**config.mk**
```make
export PLATFORM = sky130hd
export DESIGN_NAME = toeplitz_extractor
export DESIGN_NICKNAME = d
export VERILOG_FILES = /design/src/rtl/toeplitz_pkg.sv /design/src/rtl/toeplitz_column_mux.sv /design/src/rtl/toeplitz_extractor.sv
export SDC_FILE = /design/constraint.sdc
export NUM_CORES = 1
export LEC_CHECK = 0
export BUFFER_PORTS_ARGS = -buffer_cell sky130_fd_sc_hd__buf_4
export CAP_MARGIN = 20
export CORE_UTILIZATION = 40
export CTS_BUF_LIST = sky130_fd_sc_hd__clkbuf_4
export DETAILED_ROUTE_END_ITERATION = 8
export SYNTH_ARGS = -nofsm -noshare
export SYNTH_HDL_FRONTEND = slang
export SYNTH_SLANG_ARGS = --single-unit
```
**constraint.sdc**
```tcl
create_clock -name clk -period 3.5 [get_ports clk]
set_input_delay 0.35 -clock clk [delete_from_list [all_inputs] [get_ports clk]]
set_output_delay 0.35 -clock clk [all_outputs]
set_load 0.02 [all_outputs]
```
**src/rtl/toeplitz_pkg.sv**
```systemverilog
// Shared definitions for the Toeplitz-hash randomness extractor.
//   N_DEFAULT / L_DEFAULT : default raw bits per block / extracted bits per block
//   seed_width(n, l)      : width of the seed that defines an L x N Toeplitz matrix
//   column(seed, n, l, j) : column j of the matrix, i.e. seed[n-1-j +: l]
package toeplitz_pkg;

    localparam int unsigned N_DEFAULT  = 16;
    localparam int unsigned L_DEFAULT  = 8;
    localparam int unsigned SEED_MAX_W = 64;
    localparam int unsigned COL_MAX_W  = 32;

    function automatic int unsigned seed_width(input int unsigned n, input int unsigned l);
        return n + l - 1;
    endfunction

    // Column j of the Toeplitz matrix; seeds and columns are carried zero-extended.
    function automatic logic [COL_MAX_W-1:0] column(input logic [SEED_MAX_W-1:0] seed,
                                                    input int unsigned n,
                                                    input int unsigned l,
                                                    input int unsigned j);
        logic [SEED_MAX_W-1:0] shifted;
        logic [SEED_MAX_W-1:0] mask;
        shifted = seed >> (n - 1 - j);
        mask    = (l >= SEED_MAX_W) ? '1 : ((SEED_MAX_W'(1) << l) - SEED_MAX_W'(1));
        return COL_MAX_W'(shifted & mask);
    endfunction

endpackage

```
**src/rtl/toeplitz_column_mux.sv**
```systemverilog
// Selects one Toeplitz matrix column out of the seed register.
//   seed_i  : current seed (N+L-1 bits)
//   sel_i   : column index (count of bits already accepted in the block)
//   col_c_o : combinational column seed_i[N-1-sel_i +: L]
module toeplitz_column_mux #(
    parameter int unsigned N   = 16,
    parameter int unsigned L   = 8,
    parameter int unsigned NBW = $clog2(N)
) (
    input  logic [N+L-2:0] seed_i,
    input  logic [NBW-1:0] sel_i,
    output logic [L-1:0]   col_c_o
);

    // Indices beyond N-1 cannot occur; they fall through to zero.
    always_comb begin
        col_c_o = '0;
        for (int unsigned j = 0; j < N; j++) begin
            if (sel_i == NBW'(j)) begin
                col_c_o = seed_i[N-1-j +: L];
            end
        end
    end

endmodule

```
**src/rtl/toeplitz_extractor.sv**
```systemverilog
// Bit-serial Toeplitz-hash extractor: each block of N raw bits is compressed
// into an L-bit word q = T*x over GF(2), with T defined by a loadable seed.
//   clk, reset : clock, asynchronous active-high reset
//   rbit       : raw random bit, valid when rbiten is high
//   seed       : new seed, loaded when seedload is high (aborts the block)
//   q          : extracted word, updated together with the qstrobe pulse
//   qstrobe    : one-cycle pulse marking a new q
//   nbits      : raw bits accepted so far in the current block
module toeplitz_extractor
    import toeplitz_pkg::*;
#(
    parameter int unsigned N = N_DEFAULT,
    parameter int unsigned L = L_DEFAULT,
    parameter logic [seed_width(N, L)-1:0] SEED_INIT = '0
) (
    input  logic                        clk,
    input  logic                        reset,
    input  logic                        rbit,
    input  logic                        rbiten,
    input  logic [seed_width(N, L)-1:0] seed,
    input  logic                        seedload,
    output logic [L-1:0]                q,
    output logic                        qstrobe,
    output logic [$clog2(N)-1:0]        nbits
);

    localparam int unsigned SW  = seed_width(N, L);
    localparam int unsigned NBW = $clog2(N);

    if (N < L || N < 2) begin : g_bad_params
        $error("toeplitz_extractor: parameters need N >= L and N >= 2");
    end

    logic [SW-1:0]  seed_q,    seed_d;
    logic [L-1:0]   acc_q,     acc_d;
    logic [L-1:0]   q_q,       q_d;
    logic           qstrobe_q, qstrobe_d;
    logic [NBW-1:0] nbits_q,   nbits_d;
    logic [L-1:0]   col_c;
    logic [L-1:0]   acc_next_c;

    toeplitz_column_mux #(
        .N   (N),
        .L   (L),
        .NBW (NBW)
    ) u_column_mux (
        .seed_i  (seed_q),
        .sel_i   (nbits_q),
        .col_c_o (col_c)
    );

    // Accumulator with the current bit's column folded in.
    assign acc_next_c = acc_q ^ (rbit ? col_c : '0);

    // Next-state: seedload aborts the block and wins over a coincident raw bit.
    always_comb begin
        seed_d    = seed_q;
        acc_d     = acc_q;
        q_d       = q_q;
        qstrobe_d = 1'b0;
        nbits_d   = nbits_q;
        if (seedload) begin
            seed_d  = seed;
            acc_d   = '0;
            nbits_d = '0;
        end else if (rbiten) begin
            if (nbits_q == NBW'(N - 1)) begin
                q_d       = acc_next_c;
                qstrobe_d = 1'b1;
                acc_d     = '0;
                nbits_d   = '0;
            end else begin
                acc_d   = acc_next_c;
                nbits_d = nbits_q + NBW'(1);
            end
        end
    end

    always_ff @(posedge clk or posedge reset) begin
        if (reset) begin
            seed_q    <= SEED_INIT;
            acc_q     <= '0;
            q_q       <= '0;
            qstrobe_q <= 1'b0;
            nbits_q   <= '0;
        end else begin
            seed_q    <= seed_d;
            acc_q     <= acc_d;
            q_q       <= q_d;
            qstrobe_q <= qstrobe_d;
            nbits_q   <= nbits_d;
        end
    end

    assign q       = q_q;
    assign qstrobe = qstrobe_q;
    assign nbits   = nbits_q;

endmodule

```
Yosys cells after proc, flatten, opt, wreduce, memory -nomap -nowiden --
Index checks and enable logic that the tools add are counted.
Operators by class: add/sub/neg operators 1, $mul 0, divide/modulo/power cells 0, $lt $le $gt $ge 0, equality and inequality tests 15, shift operators 0, mux-type cells 26, bitwise logic cells 2, reduce and logical (&&, ||, !) cells 3
Operator list (count):
- $mux 8 | 20
- $eq 4x4->1 const B | 8
- $eq 4x3->1 const B | 4
- $mux 4 | 3
- $eq 4x2->1 const B | 2
- $xor 8x8->8 | 1
- $add 4x1->4 const B | 1
- $eq 4x1->1 const B | 1
- $logic_not 4->1 | 1
- $mux 1 | 3
- $reduce_and 3->1 | 1
- $reduce_bool 2->1 | 1
- $not 1->1 | 1
Word-level totals: register bits 44, latch bits 0, memory bits (writable) 0, bits in read-only memories 0, bits of input ports 28, word-level logic and storage cells 52, memories kept 0

Logic depth before layout (Yosys ltp) --
Gate-level depths: netlist of the first run.
word-level depth 22, depth in mapped cells 12, gate-level depth less buffers 9

Cells and area by module --
A second synthesis of the first run with hierarchy kept.
Unflattened totals: cells, all modules 350, area total of the unflattened synthesis 3373.2 µm²
Modules (own cells, without submodules):
- toeplitz_extractor | times used 1, cells each 146, area each 1873.0 µm²
- toeplitz_column_mux | times used 1, cells each 204, area each 1500.2 µm²

Worst setup path before layout of the first run --
OpenSTA, ideal clock, no wires.
kind register to register, start point register nbits_q[0] (netlist: nbits[0]), end point register q_q[7] (netlist: q[7]), library setup time 0.125 ns, arrival 2.351 ns, required time 3.375 ns, path slack 1.024 ns, stages on the path, launching flop included 11, path buffers 2, clock period less this slack 2.476 ns, path through dfrtp_1 -> ha_1 -> buf_2 -> or3_1 -> buf_2 -> a221oi_2 -> o311a_1 -> a211oi_1 -> o32a_1 -> xnor2_1 -> mux2_2
On the way: longest elaborated chain between the ends 19, elaborated cells on any way between the ends 35
RTL lines:
- start: declaration | RTL line toeplitz_extractor.sv:38 | logic [NBW-1:0] nbits_q, nbits_d;
- start signal: assignment | RTL line toeplitz_extractor.sv:91 | nbits_q <= nbits_d;
- $logic_not 4->1 | RTL line toeplitz_column_mux.sv:19 | if (sel_i == NBW'(j)) begin
- $mux 8 (16 in series) | RTL line toeplitz_column_mux.sv:19
- $mux 8 | RTL line toeplitz_extractor.sv:53 | assign acc_next_c = acc_q ^ (rbit ? col_c : '0);
- $xor 8x8->8 | RTL line toeplitz_extractor.sv:53
- end signal: assignment | RTL line toeplitz_extractor.sv:89 | q_q <= q_d;
- end: declaration | RTL line toeplitz_extractor.sv:36 | logic [L-1:0] q_q, q_d;
Parallel ways exist; a longest one is shown, timed or not. A chain may end at the register's enable or synchronous reset.

Worst setup path in the final report of the first run --
start point register nbits_q[0] (netlist: nbits[0]), end point register q_q[3] (netlist: q[3])
The elaborated chain is that of the path after synthesis.

==> results of run 1 <==
worst max path at each step:
stage,from,end,slack (ns),cells past startpoint
floorplan,nbits[0],q[7],1.02,10
global placement,nbits[0],q[3],0.59,10
detailed placement,nbits[0],q[3],0.59,10
CTS,nbits[0],q[3],0.56,10
global route,nbits[0],acc_q[2],0.35,9
finish,nbits[0],q[3],0.49,10
synth_stat cells (2+ instances only):
library cell / instances / area share, %
dfrtp_1: 44 / 33
o2bb2ai_1: 2 / 0.52
o221a_2: 2 / 0.67
xnor2_1: 9 / 2.4
buf_2: 22 / 3.3
buf_1: 4 / 0.45
or3b_1: 2 / 0.52
a21o_1: 2 / 0.45
nor4bb_1: 2 / 0.60
a211oi_1: 8 / 1.8
o21ai_1: 13 / 1.9
and3b_1: 3 / 0.79
and2_1: 2 / 0.37
mux2_2: 10 / 3.4
ha_1: 4 / 1.5
nor3b_1: 2 / 0.45
inv_1: 26 / 2.9
a21oi_1: 46 / 6.9
nand3b_1: 12 / 2.7
o31ai_1: 2 / 0.45
o22ai_1: 10 / 1.9
nand3_1: 7 / 1.0
nor2b_1: 13 / 2.4
a22oi_1: 6 / 1.3
nand2b_1: 3 / 0.56
a221oi_1: 9 / 2.4
o211ai_1: 2 / 0.45
o21ai_0: 38 / 5.7
or3_1: 8 / 1.5
a32oi_1: 2 / 0.52
nor3_1: 2 / 0.30
nor2_1: 16 / 1.8
a21oi_2: 2 / 0.52
and3_1: 2 / 0.37
nand2_1: 51 / 5.7
a211o_1: 5 / 1.3
a221o_1: 3 / 0.90
clkbuf_1: 12 / 1.3
through the flow:
step / hold slack [ns] / cells / utilization, % / worst slack (ns) / total power (µW)
final: 0.1679 / 548 / 47.57 / 0.4915 / 1316
after global routing: 0.1731 / 548 / 47.57 / 0.3455 / 1384
after CTS: 0.1590 / 548 / 47.57 / 0.5573 / 1324
after detailed placement: 0.4867 / 540 / 46.51 / 0.5879 / 972.8
after global placement: 0.4705 / 540 / 46.51 / 0.5919 / 970.8
after floorplan: 0.4710 / 427 / - / 1.024 / 858.5
routing by layer:
metal	global-route usage, %	up-vias
li1	-	1586
met1	35.28	1537
met2	32.72	166
met3	3.821	34
met4	8.718	0
met5	0	-
power breakdown:
group,internal (µW),switching [µW]
Combinational,162,213
Clock,153,193
Sequential,542,54.1
critical path, cell delays in order (launching register included):
cell     delay (ns)
dfrtp_1        0.50
inv_1          0.10
ha_1           0.31
nor2_1         0.50
buf_4          0.25
a21oi_1        0.10
a211o_1        0.31
o221a_2        0.27
a21oi_1        0.31
xnor2_1        0.16
o21ai_1        0.07
registers in the layout (all words and copies together), names as in the netlist:
| register | cells |
|---|---|
| qstrobe | 1 |
| acc_q | 8 |
| q | 8 |
| seed_q | 23 |
| nbits | 4 |
area by class of cell:
cell class	count	area [µm²]
Timing Repair Buffer	49	367.9
Tap cell	102	127.6
Fill cell	820	4135
Clock inverter	3	46.29
Clock buffer	5	37.54
Sequential cell	44	1101
Inverter	27	101.3
Multi-Input combinational cell	318	1971
logic make-up (layout without fill, tap and decap cells):
group	Yosys count	count (layout)	share of synthesized area [%]
compound gates	166	166	31.62
buf+inv	65	84	8.121
fa+ha+maj	4	4	1.497
simple gates	128	128	19.80
flops	44	44	32.93
xor+xnor	9	9	2.358
mux	11	11	3.668
==> results.yml, run 1 <==
cts:
  clockBufferDepth: 2
  clkSinkCount: 44
  post_cts_buffers: 0
  clk_pin_slew_ns: 0.15
  numCtsBuffers: 5
  holdBufCountCts: 0
  cts_tree: "yes"
  cts_resized: 0
  htreeDepth: 2
  clk_latency_ns: 0.37
  cts_root_buf: "clkbuf_4"
cells_and_area:
  final_common_cell: "nand2_1"
  final_nets: 477
  num_antenna_cells: 0
  area_growth_pct: 12.24
  fin_area_um2: 3752
  drive_above_1_share_pct: 16.59
  mostFrequentLayoutCells: "nand2_1, buf_4, a21oi_1"
grt:
  first_global_vias: 2957
  grt_max_degree: 47
  grt_use_total_pct: 23.30
  gr-total-overflow: 0
  grt_first_pass_wirelength_um: 15780
  antenna_found_initial: 0
route:
  wl_met1_um: 4560
  wl_met2_um: 4324
  drt_wl_total_um: 9876
  dr.first_iter.drc_count: 318
  drc_errors: 0
  wl_met3_um: 716
  ant_nets: 0
  wl_per_cell_um: 18.02
  dr.pass1.iters: 6
  post_drt_via_cell_ratio: 6.064
  vias: 3323
  top_layer: "met4"
critical_path:
  critPathKind: "flop to flop"
  crit_path_max_fanout: 9
  crit_path_start_kind: "flop"
  rrSetupSlack_ns: 0.49
  endpoint_kind: "flop"
  timing.rr.start: "nbits[0]"
  crit_arrival_ns: 3.27
  critPathRequiredTime_ns: 3.76
  r2r_end: "q[3]"
  ff2ff_path_depth: 10
floorplanning:
  die_area_um2: 8727
  rows: 32
  die_x_um: 93.42
  ios: 41
  start_util_pct: 42.39
  die_h_um: 93.42
  core_um2: 7888
sta:
  finClkSkew_ns: 0.009345
  drv_slew: 0
  fin_crit_ns: 3.008
  maxSlewHeadroom_pct: 37.53
  period_share_pct: 85.96
  setup_viol: 0
  fmax_mhz: 332.4
  fin_tns_setup_ns: 0
  rsz0062_at_grt: "false"
  hold_viol_final: 0
  worst_pin_slew_ns: 0.9357
yosys:
  ys_types: 57
  synth_edf_count: 0
  async_flop_share_pct: 100.0
  ys_seq_area_share_pct: 32.93
  avgSynthCellArea_um2: 7.830
  ys.flop_type: "dfrtp_1"
  synth_warnings: 0
  synth.net_count: 459
  netlist_area_um2: 3343
  synthCells: 427
  synth_seq_cells: 44
placement:
  post-dp-hpwl_um: 7031
  gp_congestion: 0.9482
  io_buffers: 40
  placed_cell_area_um2: 3669
power_and_ir_drop:
  p_leak_uw: 0.001553
  ir_worst_vdd_uv: 267.2
  power.density_nw_per_um2: 350.8
outcome:
  status: "completed"
worst_hold_path:
  holdCritPathClass: "primary input to async pin"
run:
  cap_violations: 0
Note: power is estimated with default switching activity, not from simulation.
==> inputs of run 2 (changes only) <==
Settings changed: GPL_TIMING_DRIVEN set to 0.
==> results.yml, run 2 (synthesis gave the netlist of run 1 again) <==
cells_and_area:
  final_common_cell: "nand2_1"
  fillers: 788
  regMostFlops: "seed_q"
  largest_reg_flops: 23
  area_growth_pct: 15.42
  num_antenna_cells: 0
  final_cells: 576
  drive_above_1_share_pct: 17.72
  mostFrequentLayoutCells: "nand2_1, a21oi_1, dfrtp_1"
  final_nets: 505
critical_path:
  crit_path_max_fanout: 10
  critPathKind: "flop to flop"
  timing.rr.start: "nbits[0]"
  startpoint: "nbits[0]"
  critPathRequiredTime_ns: 3.79
  crit_path_start_kind: "flop"
  crit_arrival_ns: 3.25
  endpoint_kind: "flop"
cts:
  cts_resized: 0
  htreeDepth: 2
  cts_root_buf: "clkbuf_4"
  clk_pin_slew_ns: 0.16
  clockBufferDepth: 2
  clk_latency_ns: 0.39
  holdBufCountCts: 1
  clkSinkCount: 44
  numCtsBuffers: 5
  cts_tree: "yes"
  post_cts_buffers: 0
floorplanning:
  core_um2: 7888
  start_util_pct: 42.39
  die_h_um: 93.42
  ios: 41
  rows: 32
  die_area_um2: 8727
  die_x_um: 93.42
placement:
  io_buffers: 37
  place_ws_ns: 0.6425
  post-dp-hpwl_um: 8713
  gp_congestion: 0.9757
  dpl.cell_count: 567
route:
  wl_per_cell_um: 20.73
  dr.pass1.iters: 6
  post_drt_via_cell_ratio: 6.380
  dr.first_iter.drc_count: 370
  ant_nets: 0
  vias: 3675
  drt_wl_total_um: 11940
  drc_errors: 0
sta:
  fin_crit_ns: 2.959
  hold_viol_final: 0
  drv_slew: 0
  setup_viol: 0
  fin_tns_setup_ns: 0
  period_share_pct: 84.53
  maxSlewHeadroom_pct: 55.57
  hold_ws_ns: 0.1535
  rsz0062_at_grt: "false"
  worst_pin_slew_ns: 0.6665
  fmax_mhz: 338.0
  finClkSkew_ns: 0.009085
  setup_ws_ns: 0.5414
power_and_ir_drop:
  p_sw_share_pct: 36.46
  clkPwrFrac_pct: 25.8
  p_comb_share_pct: 30.3
  seqPwrFrac_pct: 43.8
  power.density_nw_per_um2: 350.1
  switchingPower_uw: 492.5
  ir_worst_vdd_uv: 192.1
  p_leak_uw: 0.001636
  internal_power_uw: 858.5
grt:
  grt_use_total_pct: 28.91
  gr-total-overflow: 0
  antenna_found_initial: 0
  grt_max_degree: 26
  first_global_vias: 3498
  grt_first_pass_wirelength_um: 19000
run:
  cap_violations: 0
worst_hold_path:
  min-delay-start: "seed[17]"
  holdCritPathClass: "primary input to flop"
outcome:
  status: "completed"
-- run 2: critical path: stages (launching register included) --
cell and delay, ns:
dfrtp_1 0.49, inv_1 0.12, ha_1 0.22, buf_2 0.25, buf_2 0.29, buf_2 0.30
nor2_1 0.07, a221oi_1 0.35, o21ai_0 0.14, a21oi_1 0.30, o22ai_1 0.14, a21o_1 0.19
-- run 2: per-layer routing --
| layer | vias up | global-route usage [%] | wire [µm] |
|---|---|---|---|
| met3 | 33 | 6.748 | 1240 |
| met2 | 245 | 42.34 | 5191 |
| met5 | - | 0 | 0 |
| met1 | 1756 | 40.15 | 5104 |
| li1 | 1641 | - | - |
| met4 | 0 | 13.08 | 403 |
-- run 2: area by class of cell --
| type | count | area (µm²) | area share [%] |
|---|---|---|---|
| flip-flops and latches | 44 | 1101 | 28.53 |
| clock inverters | 3 | 42.54 | 1.102 |
| multi-input cells | 318 | 1971 | 51.07 |
| repair buffers | 39 | 307.8 | 7.977 |
| well taps | 102 | 127.6 | 3.307 |
| inverters | 27 | 101.3 | 2.626 |
| clock buffers | 5 | 37.54 | 0.9728 |
| plain buffers | 38 | 170.2 | 4.410 |
-- run 2: metrics by stage --
step	utilization [%]	area [µm²]	power, µW
after floorplan	-	3343	858.5
after detailed placement	47.78	3769	996.5
after CTS	48.92	3859	1346
after global placement	47.53	3749	993.6
final	48.92	3859	1351
after global routing	48.92	3859	1422
-- run 2: power groups by stage --
stage                     clock, µW  combinational, µW  sequential (µW)
after floorplan                   0                276              583
after global placement            0                395              599
after detailed placement          0                397              599
after CTS                       356                400              589
after global routing            380                446              597
final                           349                410              592
-- run 2: worst paths after layout --
kind,endpoint,slack [ns],cells after the start
hold / removal,seed_q[17],0.15,3
hold reg to reg,q[0],0.51,2
setup reg to reg,acc_q[6],0.54,11
min in group asynchronous,seed_q[10],0.52,3
max in group asynchronous,seed_q[9],2.49,4
setup / recovery,acc_q[6],0.54,11
==> inputs of run 3 (changes only) <==
Clock period 3.5 ns to 2.8 ns, I/O delays scaled along.
==> results.yml, run 3 (synthesis gave the netlist of run 1 again) <==
outcome:
  status: "completed"
route:
  drc_errors: 0
  drt_wl_total_um: 12030
  post_drt_via_cell_ratio: 6.374
  vias: 3678
  dr.pass1.iters: 6
  wl_per_cell_um: 20.86
  dr.first_iter.drc_count: 425
  ant_nets: 0
grt:
  grt_use_total_pct: 28.98
  antenna_found_initial: 0
  first_global_vias: 3501
  grt_max_degree: 26
  gr-total-overflow: 0
  grt_first_pass_wirelength_um: 19010
sta:
  period_share_pct: 96.04
  rsz0062_at_grt: "false"
  fmax_mhz: 371.9
  setup_viol: 0
  drv_slew: 0
  maxSlewHeadroom_pct: 53.84
  worst_pin_slew_ns: 0.6924
  finClkSkew_ns: 0.003336
  fin_crit_ns: 2.689
  setup_ws_ns: 0.1109
  hold_viol_final: 0
cts:
  clockBufferDepth: 2
  numCtsBuffers: 5
  clkSinkCount: 44
  cts_tree: "yes"
  clk_pin_slew_ns: 0.15
  clk_latency_ns: 0.38
  cts_root_buf: "clkbuf_4"
  htreeDepth: 2
critical_path:
  endpoint_kind: "flop"
  crit_path_start_kind: "flop"
  critPathRequiredTime_ns: 3.09
  critPathKind: "flop to flop"
  crit_path_max_fanout: 8
  crit_arrival_ns: 2.98
floorplanning:
  die_h_um: 93.42
  die_x_um: 93.42
  rows: 32
  core_um2: 7888
  start_util_pct: 42.39
  die_area_um2: 8727
  ios: 41
run:
  cap_violations: 0
cells_and_area:
  final_nets: 506
  final_cells: 577
  largest_reg_flops: 23
  drive_above_1_share_pct: 20.21
  area_growth_pct: 17.29
  fin_area_um2: 3921
  num_antenna_cells: 0
  mostFrequentLayoutCells: "nand2_1, a21oi_1, buf_4"
  final_common_cell: "nand2_1"
  regMostFlops: "seed_q"
power_and_ir_drop:
  ir_worst_vdd_uv: 241.0
  power.density_nw_per_um2: 436.3
  p_leak_uw: 0.001649
placement:
  post-dp-hpwl_um: 8713
  dpl.cell_count: 567
  placed_cell_area_um2: 3769
  place_ws_ns: -0.05746
  io_buffers: 37
  gp_congestion: 0.9757
worst_hold_path:
  holdCritPathClass: "primary input to flop"
## run 3: cell types whose count changed in the layout (fill, tap and decap cells not counted), sizes merged
cell | previous run | this run
clkbuf | 17 | 24
buf | 64 | 58
## run 3: timing repair
item,4_1_cts,5_1_grt
pin swaps,0,2
endpoints found under the hold margin,19,0
resized for setup,3,20
setup endpoints to repair,4,16
buffers inserted,0,2
hold buffers,1,0
## run 3: per-layer routing
metal	global-route usage (%)	vias to the layer above	share of wire [%]	wire length [µm]
li1	-	1644	-	-
met1	40.25	1776	44	5307
met2	42.52	221	43	5228
met3	6.667	37	9.0	1081
met4	13.08	0	3.5	416
met5	0	-	0	0
## run 3: layout make-up
type | count | area [µm²]
Clock buffer | 5 | 37.54
Inverter | 27 | 101.3
Fill cell | 784 | 3966
Sequential cell | 44 | 1104
Clock inverter | 3 | 42.54
Tap cell | 102 | 127.6
Multi-Input combinational cell | 318 | 1997
Timing Repair Buffer | 41 | 322.8
Buffer | 37 | 188.9
## run 3: final timing paths
kind                       startpoint    endpoint  slack, ns  depth (start not counted)
max                          nbits[0]        q[7]       0.11                          9
min in group asynchronous       reset        q[7]       0.45                          3
min reg2reg                      q[0]        q[0]       0.51                          2
max in group asynchronous       reset   seed_q[8]       1.86                          4
min                          seed[17]  seed_q[17]       0.08                          3
max reg2reg                  nbits[0]        q[7]       0.11                          9
## run 3: through the flow
stage | TNS, ns | total power (µW) | hold WS (ns) | utilization (%)
2_1_floorplan | 0 | 1073 | 0.4010 | -
3_3_place_gp | -0.05711 | 1242 | 0.4714 | 47.53
3_5_place_dp | -0.08309 | 1246 | 0.3294 | 47.78
4_1_cts | 0 | 1685 | 0.08864 | 49.02
5_1_grt | 0 | 1796 | 0.08376 | 49.71
6_report | 0 | 1711 | 0.08437 | 49.71
## run 3: critical path, cell delays in order, from the launching register on
cell and delay (ns):
dfrtp_2 0.48, ha_2 0.25, or3_1 0.31, buf_4 0.18
a221oi_2 0.19, o311a_1 0.23, a211oi_2 0.07, o32a_1 0.47
xnor2_1 0.16, mux2_2 0.26
## run 3: power by group
part / leakage [µW] / internal, µW / switching [µW] / total, µW
registers: 0.000563 / 678 / 62.1 / 740
logic: 0.00104 / 222 / 309 / 531
clock network: 0.0000428 / 187 / 253 / 440
total: 0.00165 / 1090 / 624 / 1710
